File: config.mk
export PLATFORM = sky130hd
export DESIGN_NAME = lru_cache
export DESIGN_NICKNAME = d
export VERILOG_FILES = /design/src/rtl/lru_cache.sv
export SDC_FILE = /design/constraint.sdc
export NUM_CORES = 1
export LEC_CHECK = 0
export ABC_AREA = 0
export ABC_CLOCK_PERIOD_IN_PS = 10600
export BUFFER_PORTS_ARGS = -buffer_cell sky130_fd_sc_hd__buf_2
export CAP_MARGIN = 40
export CORE_ASPECT_RATIO = 0.9
export CORE_MARGIN = 2
export CORE_UTILIZATION = 55
export DETAILED_ROUTE_END_ITERATION = 16
export GPL_ROUTABILITY_DRIVEN = 0
export PLACE_DENSITY = 0.74
export SYNTH_ARGS = -nofsm -noshare
export SYNTH_HDL_FRONTEND = slang
export SYNTH_SLANG_ARGS = --single-unit
File: constraint.sdc
create_clock -name clock -period 10.6 [get_ports clock]
set_clock_uncertainty 0.15 [all_clocks]
set_input_delay 1.06 -clock clock [delete_from_list [all_inputs] [get_ports clock]]
set_output_delay 1.06 -clock clock [all_outputs]
set_load 0.02 [all_outputs]
File: src/rtl/lru_cache.sv
// Fully associative write-back / write-allocate cache with true-LRU replacement,
// one data word per line, sitting in front of a single-port synchronous RAM.
module lru_cache #(
    parameter int unsigned ADDR_WIDTH = 5,
    parameter int unsigned DATA_WIDTH = 8,
    parameter int unsigned LINES      = 4
) (
    input  logic                  clock,
    input  logic                  reset,
    input  logic                  req,
    input  logic [ADDR_WIDTH-1:0] address,
    input  logic [DATA_WIDTH-1:0] data,
    input  logic                  wren,
    output logic                  ready,
    output logic                  valid,
    output logic                  hit,
    output logic [DATA_WIDTH-1:0] q,
    output logic [ADDR_WIDTH-1:0] mem_address,
    output logic [DATA_WIDTH-1:0] mem_data,
    output logic                  mem_wren,
    input  logic [DATA_WIDTH-1:0] mem_q
);
    localparam int unsigned AW = $clog2(LINES);

    typedef enum logic [2:0] {IDLE, WB, FILL_REQ, FILL_WAIT, RESP} stateType;

    stateType              state;
    logic                  lineValid [LINES];
    logic                  lineDirty [LINES];
    logic [ADDR_WIDTH-1:0] lineTag   [LINES];
    logic [DATA_WIDTH-1:0] lineData  [LINES];
    logic [AW-1:0]         lineAge   [LINES];

    logic [ADDR_WIDTH-1:0] reqAddress;
    logic [DATA_WIDTH-1:0] reqData;
    logic                  reqWren;
    logic [AW-1:0]         victimReg;

    logic                  accept;
    logic                  anyHit;
    logic [AW-1:0]         hitIdx;
    logic [AW-1:0]         victimSel;
    logic                  victimDirty;
    logic                  touchEn;
    logic [AW-1:0]         touchIdx;

    assign accept      = req && ready;
    assign victimDirty = lineValid[victimSel] && lineDirty[victimSel];

    // Tag match across all valid lines; at most one can match.
    always_comb begin
        anyHit = 1'b0;
        hitIdx = '0;
        for (int i = 0; i < int'(LINES); i++) begin
            if (lineValid[i] && lineTag[i] == address) begin
                anyHit = 1'b1;
                hitIdx = AW'(i);
            end
        end
    end

    // Lowest-index invalid line wins over the least recently used one.
    always_comb begin
        victimSel = '0;
        for (int i = 0; i < int'(LINES); i++) begin
            if (lineAge[i] == AW'(LINES - 1)) victimSel = AW'(i);
        end
        for (int i = int'(LINES) - 1; i >= 0; i--) begin
            if (!lineValid[i]) victimSel = AW'(i);
        end
    end

    always_comb begin
        touchEn  = 1'b0;
        touchIdx = victimReg;
        case (state)
            IDLE: begin
                if (accept && anyHit) begin
                    touchEn  = 1'b1;
                    touchIdx = hitIdx;
                end else if (accept && wren && !victimDirty) begin
                    touchEn  = 1'b1;
                    touchIdx = victimSel;
                end
            end
            WB:        touchEn = reqWren;
            FILL_WAIT: touchEn = 1'b1;
            default:   touchEn = 1'b0;
        endcase
    end

    // Ages stay a permutation: only lines younger than the touched one shift.
    always_ff @(posedge clock) begin
        if (reset) begin
            for (int i = 0; i < int'(LINES); i++) lineAge[i] <= AW'(i);
        end else if (touchEn) begin
            for (int i = 0; i < int'(LINES); i++) begin
                if (AW'(i) == touchIdx) lineAge[i] <= '0;
                else if (lineAge[i] < lineAge[touchIdx]) lineAge[i] <= lineAge[i] + AW'(1);
            end
        end
    end

    always_ff @(posedge clock) begin
        if (reset) begin
            state       <= IDLE;
            ready       <= 1'b1;
            valid       <= 1'b0;
            hit         <= 1'b0;
            q           <= '0;
            mem_address <= '0;
            mem_data    <= '0;
            mem_wren    <= 1'b0;
            reqAddress  <= '0;
            reqData     <= '0;
            reqWren     <= 1'b0;
            victimReg   <= '0;
            for (int i = 0; i < int'(LINES); i++) begin
                lineValid[i] <= 1'b0;
                lineDirty[i] <= 1'b0;
                lineTag[i]   <= '0;
                lineData[i]  <= '0;
            end
        end else begin
            valid    <= 1'b0;
            mem_wren <= 1'b0;
            case (state)
                IDLE: begin
                    if (accept) begin
                        reqAddress <= address;
                        reqData    <= data;
                        reqWren    <= wren;
                        victimReg  <= victimSel;
                        ready      <= 1'b0;
                        if (anyHit) begin
                            if (wren) begin
                                lineData[hitIdx]  <= data;
                                lineDirty[hitIdx] <= 1'b1;
                                q                 <= data;
                            end else begin
                                q <= lineData[hitIdx];
                            end
                            hit   <= 1'b1;
                            valid <= 1'b1;
                            state <= RESP;
                        end else if (victimDirty) begin
                            mem_address <= lineTag[victimSel];
                            mem_data    <= lineData[victimSel];
                            mem_wren    <= 1'b1;
                            state       <= WB;
                        end else if (wren) begin
                            lineValid[victimSel] <= 1'b1;
                            lineDirty[victimSel] <= 1'b1;
                            lineTag[victimSel]   <= address;
                            lineData[victimSel]  <= data;
                            q                    <= data;
                            hit                  <= 1'b0;
                            valid                <= 1'b1;
                            state                <= RESP;
                        end else begin
                            mem_address <= address;
                            state       <= FILL_REQ;
                        end
                    end
                end
                WB: begin
                    if (reqWren) begin
                        lineValid[victimReg] <= 1'b1;
                        lineDirty[victimReg] <= 1'b1;
                        lineTag[victimReg]   <= reqAddress;
                        lineData[victimReg]  <= reqData;
                        q                    <= reqData;
                        hit                  <= 1'b0;
                        valid                <= 1'b1;
                        state                <= RESP;
                    end else begin
                        mem_address <= reqAddress;
                        state       <= FILL_REQ;
                    end
                end
                FILL_REQ: state <= FILL_WAIT;
                FILL_WAIT: begin
                    lineValid[victimReg] <= 1'b1;
                    lineDirty[victimReg] <= 1'b0;
                    lineTag[victimReg]   <= reqAddress;
                    lineData[victimReg]  <= mem_q;
                    q                    <= mem_q;
                    hit                  <= 1'b0;
                    valid                <= 1'b1;
                    state                <= RESP;
                end
                RESP: begin
                    hit   <= 1'b0;
                    ready <= 1'b1;
                    state <= IDLE;
                end
                default: begin
                    ready <= 1'b1;
                    state <= IDLE;
                end
            endcase
        end
    end
endmodule

==> flow_summary.yaml, run 1 <==
status:
  status: "finished, final reports clean"
grt:
  grt_pass1_vias: 5171
  antenna_found_initial: 0
  grt_first_pass_wirelength_um: 25100
  grt_overflow: 0
  grt_max_degree: 47
  track_usage_pct: 26.6
timing:
  slew_headroom_pct: 37.8
  finalSetupViolations: 0
  drv_slew: 0
  tns_ps: 0
  tightest_slew_ps: 926
  finalHoldViolations: 0
  finalCritPeriodShare_pct: 42.8
  min_period_ps: 4530
  fmax_mhz: 221
  rsz0062_at_grt: "no"
layout:
  area_growth_pct: 10.1
  final_area_mm2: 0.00683
  fillers: 950
  nNetsFinal: 737
  drive_above_1_share_pct: 11.8
  diodes: 0
detailed_routing:
  vias_per_cell: 6.04
  initialDrtViolationCount: 461
  via_count: 5230
  dr.pass1.iters: 5
  routed_wl_um: 15300
  antenna_left: 0
  drc: 0
  routedWlPerCell_um: 17.7
yosys:
  yosysMostFrequentCell: "nand2_1"
  synth_common_cells: "nand2_1 (101), nor2_1 (88), edfxtp_1 (68)"
  synth_nets: 712
  async_flop_share_pct: 0
  synth-seq-cells: 112
  synth_top_family_by_area: "simple AND/OR/NAND/NOR gates"
  synth_cell_types: 60
  synth_edf_count: 68
  synthXorXnorAreaFrac_pct: 2.96
  yosys_warnings: 0
  syn-cell-area_mm2: 0.00621
  synth_cells: 684
  ys_top_cells_by_area: "edfxtp_1 (33%), dfxtp_1 (14%), mux2i_1 (6.4%)"
  synth-compound-area-share_pct: 18.2
  synth_fa_ha_area_share_pct: 0.967
  synth-simple-area-share_pct: 19.5
  ys_seq_area_share_pct: 47.1
  synth_area_per_cell_um2: 9.08
  yosysTopAreaCell: "edfxtp_1"
  muxShareOfSynthArea_pct: 6.81
  synth-main-ff-cell: "edfxtp_1"
  synth_top_area_share_pct: 32.9
critical_path:
  crit_fanout: 11
  criticalPathCategory: "in2reg"
  required_ps: 10540
  endpoint_kind: "flop"
  start_kind: "primary input"
  critPathArrivalTime_ps: 4470
place:
  io_buffers: 49
  place_area_mm2: 0.00653
  hpwl_um: 11100
power:
  power_frac_comb_pct: 16.1
  ir_drop_v: 0.000150
  switching_share_pct: 28.5
  leakage_nw: 2.59
  p_int_mw: 0.740
  power_density_mw_per_mm2: 151
  p_seq_share_pct: 50.2
  clkPwrFrac_pct: 33.7
  switching_power_mw: 0.295
floorplan:
  die_x_um: 116
  dieHeight_um: 105
  row_count: 36
  io-pin-count: 50
  start_util_pct: 57.0
  fp.dieArea_mm2: 0.0122
  core_region_area_mm2: 0.0109
clocking:
  tritoncts: "yes"
  clock_latency_ps: 360
  cts_resized: 0
  cts_buffer_depth: 2
  postCtsSetupBuffers: 0
  ctsHoldBuffers: 0
  h-tree-depth: 3
  clkSlewWorstSetupHoldPaths_ps: 80
  clock-sinks: 112
  cts-root-buf: "clkbuf_16"
  cts_made_buffers: 9
hold_path:
  hold_path_class: "reg2reg"
run:
  maxCapViolCount: 0
stage by stage:
| stage | instances | hold WS (ps) | worst slack, ps | total power [mW] | utilization [%] |
|---|---|---|---|---|---|
| 3_5_place_dp | 850 | 313 | 5750 | 0.693 | 59.9 |
| 5_1_grt | 866 | 346 | 5820 | 1.08 | 62.7 |
| 2_1_floorplan | 684 | 298 | 6460 | 0.643 | - |
| 3_3_place_gp | 844 | 304 | 5520 | 0.685 | 59.5 |
| 6_report | 866 | 321 | 6070 | 1.03 | 62.7 |
| 4_1_cts | 866 | 324 | 6120 | 1.04 | 62.7 |
metal layers:
metal  vias up  global-route usage [%]  wire length, um
li1       2498                       -                -
met1      2498                    33.2             6200
met2       198                    45.3             7760
met3        36                    5.80              967
met4         0                    9.18              401
met5         -                       0                0
area by class of cell:
type | count | area (um2) | area share, %
clock buffers | 9 | 225 | 3.30
repair buffers | 58 | 318 | 4.65
clock inverters | 7 | 77.6 | 1.14
multi-input cells | 504 | 3010 | 44.0
well taps | 152 | 190 | 2.78
inverters | 24 | 90.1 | 1.32
flip-flops and latches | 112 | 2920 | 42.8
final timing paths:
kind	to	depth (start not counted)	slack [ps]	startpoint
worst max-delay path	lineAge[3][1]	11	6070	address[4]
worst min-delay path	reqData[6]	2	320	reqData[6]
worst max register to register	lineAge[1][1]	11	6350	lineAge[3][1]
worst min register to register	reqData[6]	2	320	reqData[6]
power by group through the flow:
| stage | combinational, mW | sequential [mW] | clock, mW |
|---|---|---|---|
| final | 0.166 | 0.519 | 0.349 |
| after detailed placement | 0.164 | 0.528 | 0 |
| after floorplan | 0.120 | 0.524 | 0 |
| after global routing | 0.184 | 0.523 | 0.373 |
| after CTS | 0.165 | 0.519 | 0.355 |
| after global placement | 0.157 | 0.527 | 0 |
critical path, cell delays in order:
cell and delay (ps):
buf_2 150, xor2_1 170, nor4_1 460, and3_1 680
or2_1 240, o41a_1 310, a211o_1 340, mux2i_4 380
nand3b_1 110, a311oi_1 380, a21oi_1 170
cell families after synthesis:
| logic type | after synthesis |
|---|---|
| buffers and inverters | 68 |
| muxes | 41 |
| adders and majority gates | 5 |
| DFF | 112 |
| and+or+nand+nor | 266 |
| AOI/OAI and AO/OA | 171 |
| xor gates and xnor gates | 21 |
sequential cells by signal, indices dropped and copies added (netlist names), 2 cells and up:
signal,count
lineTag,20
lineDirty,4
reqAddress,5
lineAge,8
state,3
mem_address,5
lineValid,4
lineData,32
mem_data,8
reqData,8
victimReg,2
q,8
layout by cell type, fill, tap and decap left out, types with 3 or more instances in the layout:
cell type  count
nor2b_1        3
o31ai_1        4
clkbuf_16      9
mux2i_1       40
xnor2_1        7
a22o_1         8
o21a_1         5
buf_4          7
and2_1        20
a22oi_1        6
and3_1         6
nor2_1        88
nand2b_1       5
a311oi_1      14
o21ai_0       28
a21o_1         3
o211ai_1      13
nor3_1         8
nand4_1        3
edfxtp_1      68
nand2_1      101
buf_2         50
dfxtp_1       44
a31oi_1        4
ha_1           3
nand3_1        7
a21oi_1       48
o21ai_1        8
nor4_1         6
inv_1         24
xor2_1        14
a211oi_1      14
nand3b_1       4
Note: power is estimated with default switching activity, not from simulation.
==> run 2, diff against run 1 <==
--- a/config.mk
+++ b/config.mk
@@ -6,7 +6,7 @@
 export NUM_CORES = 1
 export LEC_CHECK = 0
 export ABC_AREA = 0
-export ABC_CLOCK_PERIOD_IN_PS = 10600
+export ABC_CLOCK_PERIOD_IN_PS = 4500
 export BUFFER_PORTS_ARGS = -buffer_cell sky130_fd_sc_hd__buf_2
 export CAP_MARGIN = 40
 export CORE_ASPECT_RATIO = 0.9
==> constraint.sdc (replaced) <==
create_clock -name clock -period 4.5 [get_ports clock]
set_clock_uncertainty 0.15 [all_clocks]
set_input_delay 0.45 -clock clock [delete_from_list [all_inputs] [get_ports clock]]
set_output_delay 0.45 -clock clock [all_outputs]
set_load 0.02 [all_outputs]
==> run 2 against run 1 <==
Final cell count up 1.2%. Sequential power is 140% higher. Sequential share of layout area shrank 0.20 points. Die area unchanged. Count of clock-buffer cells in the layout is 3 higher. Clock power increased by 110%. Critical path type is now reg2reg. Critical endpoint is now lineAge[1][1]. Largest power group unchanged.
==> flow_summary.yaml, run 2 (synthesis results as in run 1) <==
status:
  status: "finished, final reports clean"
timing:
  tightest_slew_ps: 941
  slew_headroom_pct: 36.8
  min_period_ps: 3900
  tns_ps: 0
  fmax_mhz: 257
  hold_ws_ps: 202
  drv_slew: 0
  finalHoldViolations: 0
  finalCritPeriodShare_pct: 86.6
  finalSetupViolations: 0
  rsz0062_at_grt: "no"
floorplan:
  start_util_pct: 57.0
  io-pin-count: 50
  core_region_area_mm2: 0.0109
  row_count: 36
  dieHeight_um: 105
  fp.dieArea_mm2: 0.0122
  die_x_um: 116
grt:
  antenna_found_initial: 0
  track_usage_pct: 27.1
  grt_first_pass_wirelength_um: 25500
  grt_max_degree: 30
  grt_pass1_vias: 5165
  grt_overflow: 0
clocking:
  cts_resized: 0
  h-tree-depth: 3
  cts-root-buf: "clkbuf_16"
  clock_latency_ps: 350
  cts_buffer_depth: 2
  clkSlewWorstSetupHoldPaths_ps: 70
  clock-sinks: 112
  cts_made_buffers: 9
  ctsHoldBuffers: 0
  tritoncts: "yes"
  postCtsSetupBuffers: 0
critical_path:
  start_kind: "flop"
  crit_fanout: 8
  rr_startpoint: "lineAge[3][1]"
  r2r_cells: 11
  endpoint_kind: "flop"
  required_ps: 4460
  r2r_slack_ps: 600
  criticalPathCategory: "reg2reg"
  cp-startpoint: "lineAge[3][1]"
  critPathArrivalTime_ps: 3850
detailed_routing:
  dr.pass1.iters: 5
  via_count: 5281
  antenna_left: 0
  routed_wl_um: 15800
  initialDrtViolationCount: 616
  routedWlPerCell_um: 18.1
  vias_per_cell: 6.03
  drc: 0
place:
  hpwl_um: 11700
  io_buffers: 49
  place_area_mm2: 0.00660
hold_path:
  min-delay-start: "data[0]"
  whs_path_depth: 3
  hold_path_class: "in2reg"
layout:
  top_regs: "lineData x32, lineTag x20"
  largest_reg_flops: 32
  final_cell_mix: "nand2_1 (101), nor2_1 (88), edfxtp_1 (68), buf_2 (49), a21oi_1 (48)"
  nNetsFinal: 747
  register_area_mm2: 0.00292
  layout_commonest_cell: "nand2_1"
  multi_input_area_mm2: 0.00301
  fillers: 969
  diodes: 0
  finish.utilization_pct: 63.0
  final_area_mm2: 0.00687
  area_growth_pct: 10.6
  regMostFlops: "lineData"
  drive_above_1_share_pct: 12.4
power:
  leakage_nw: 2.61
  power_density_mw_per_mm2: 345
  ir_drop_v: 0.000252
run:
  maxCapViolCount: 0
## run 2: cell types whose count changed in the layout (fill, tap and decap cells not counted)
| cell | change |
|---|---|
| clkinv_4 | -1 |
| bufinv_16 | -1 |
| buf_2 | -1 |
| buf_8 | -1 |
| clkbuf_1 | +3 |
| inv_8 | -1 |
| clkinvlp_4 | +1 |
| buf_4 | +12 |
| clkinv_2 | -2 |
| clkinv_1 | +1 |
## run 2: metal layers
layer / share of wire (%) / global-route usage (%) / up-vias
met4: 2.4 / 9.10 / 0
met2: 50 / 45.4 / 201
li1: - / - / 2519
met5: 0 / 0 / -
met3: 6.7 / 6.09 / 35
met1: 41 / 34.3 / 2526
## run 2: layout make-up
cell class              count  area share, %
well taps                 152           2.77
inverters                  24           1.31
clock inverters             4          0.419
clock buffers              12           3.44
flip-flops and latches    112           42.6
repair buffers             68           5.65
multi-input cells         504           43.8
## run 2: per-stage QoR
step / total power [mW] / worst slack [ps] / std cells
after floorplan: 1.52 / 964 / 684
after global placement: 1.63 / 758 / 860
after detailed placement: 1.64 / 653 / 860
after CTS: 2.38 / 632 / 876
after global routing: 2.47 / 356 / 876
final: 2.37 / 604 / 876
## run 2: final timing paths
kind	to
min	reqData[0]
max	lineAge[1][1]
max reg2reg	lineAge[1][1]
min reg2reg	reqData[7]
## run 2: critical path: stages (launching register included)
cell and delay (ps):
edfxtp_1 480, ha_1 240, nand2b_1 180, o21ai_1 300, mux2i_1 370, nor4b_1 110, o41a_1 420, a211oi_4 400
mux2i_1 400, o21ai_1 130, maj3_2 310, and4b_1 170
## run 2: power breakdown
part           switching, mW  internal [mW]
Sequential            0.0546           1.16
Combinational          0.263          0.150
Clock                  0.363          0.379
Total                  0.680           1.69
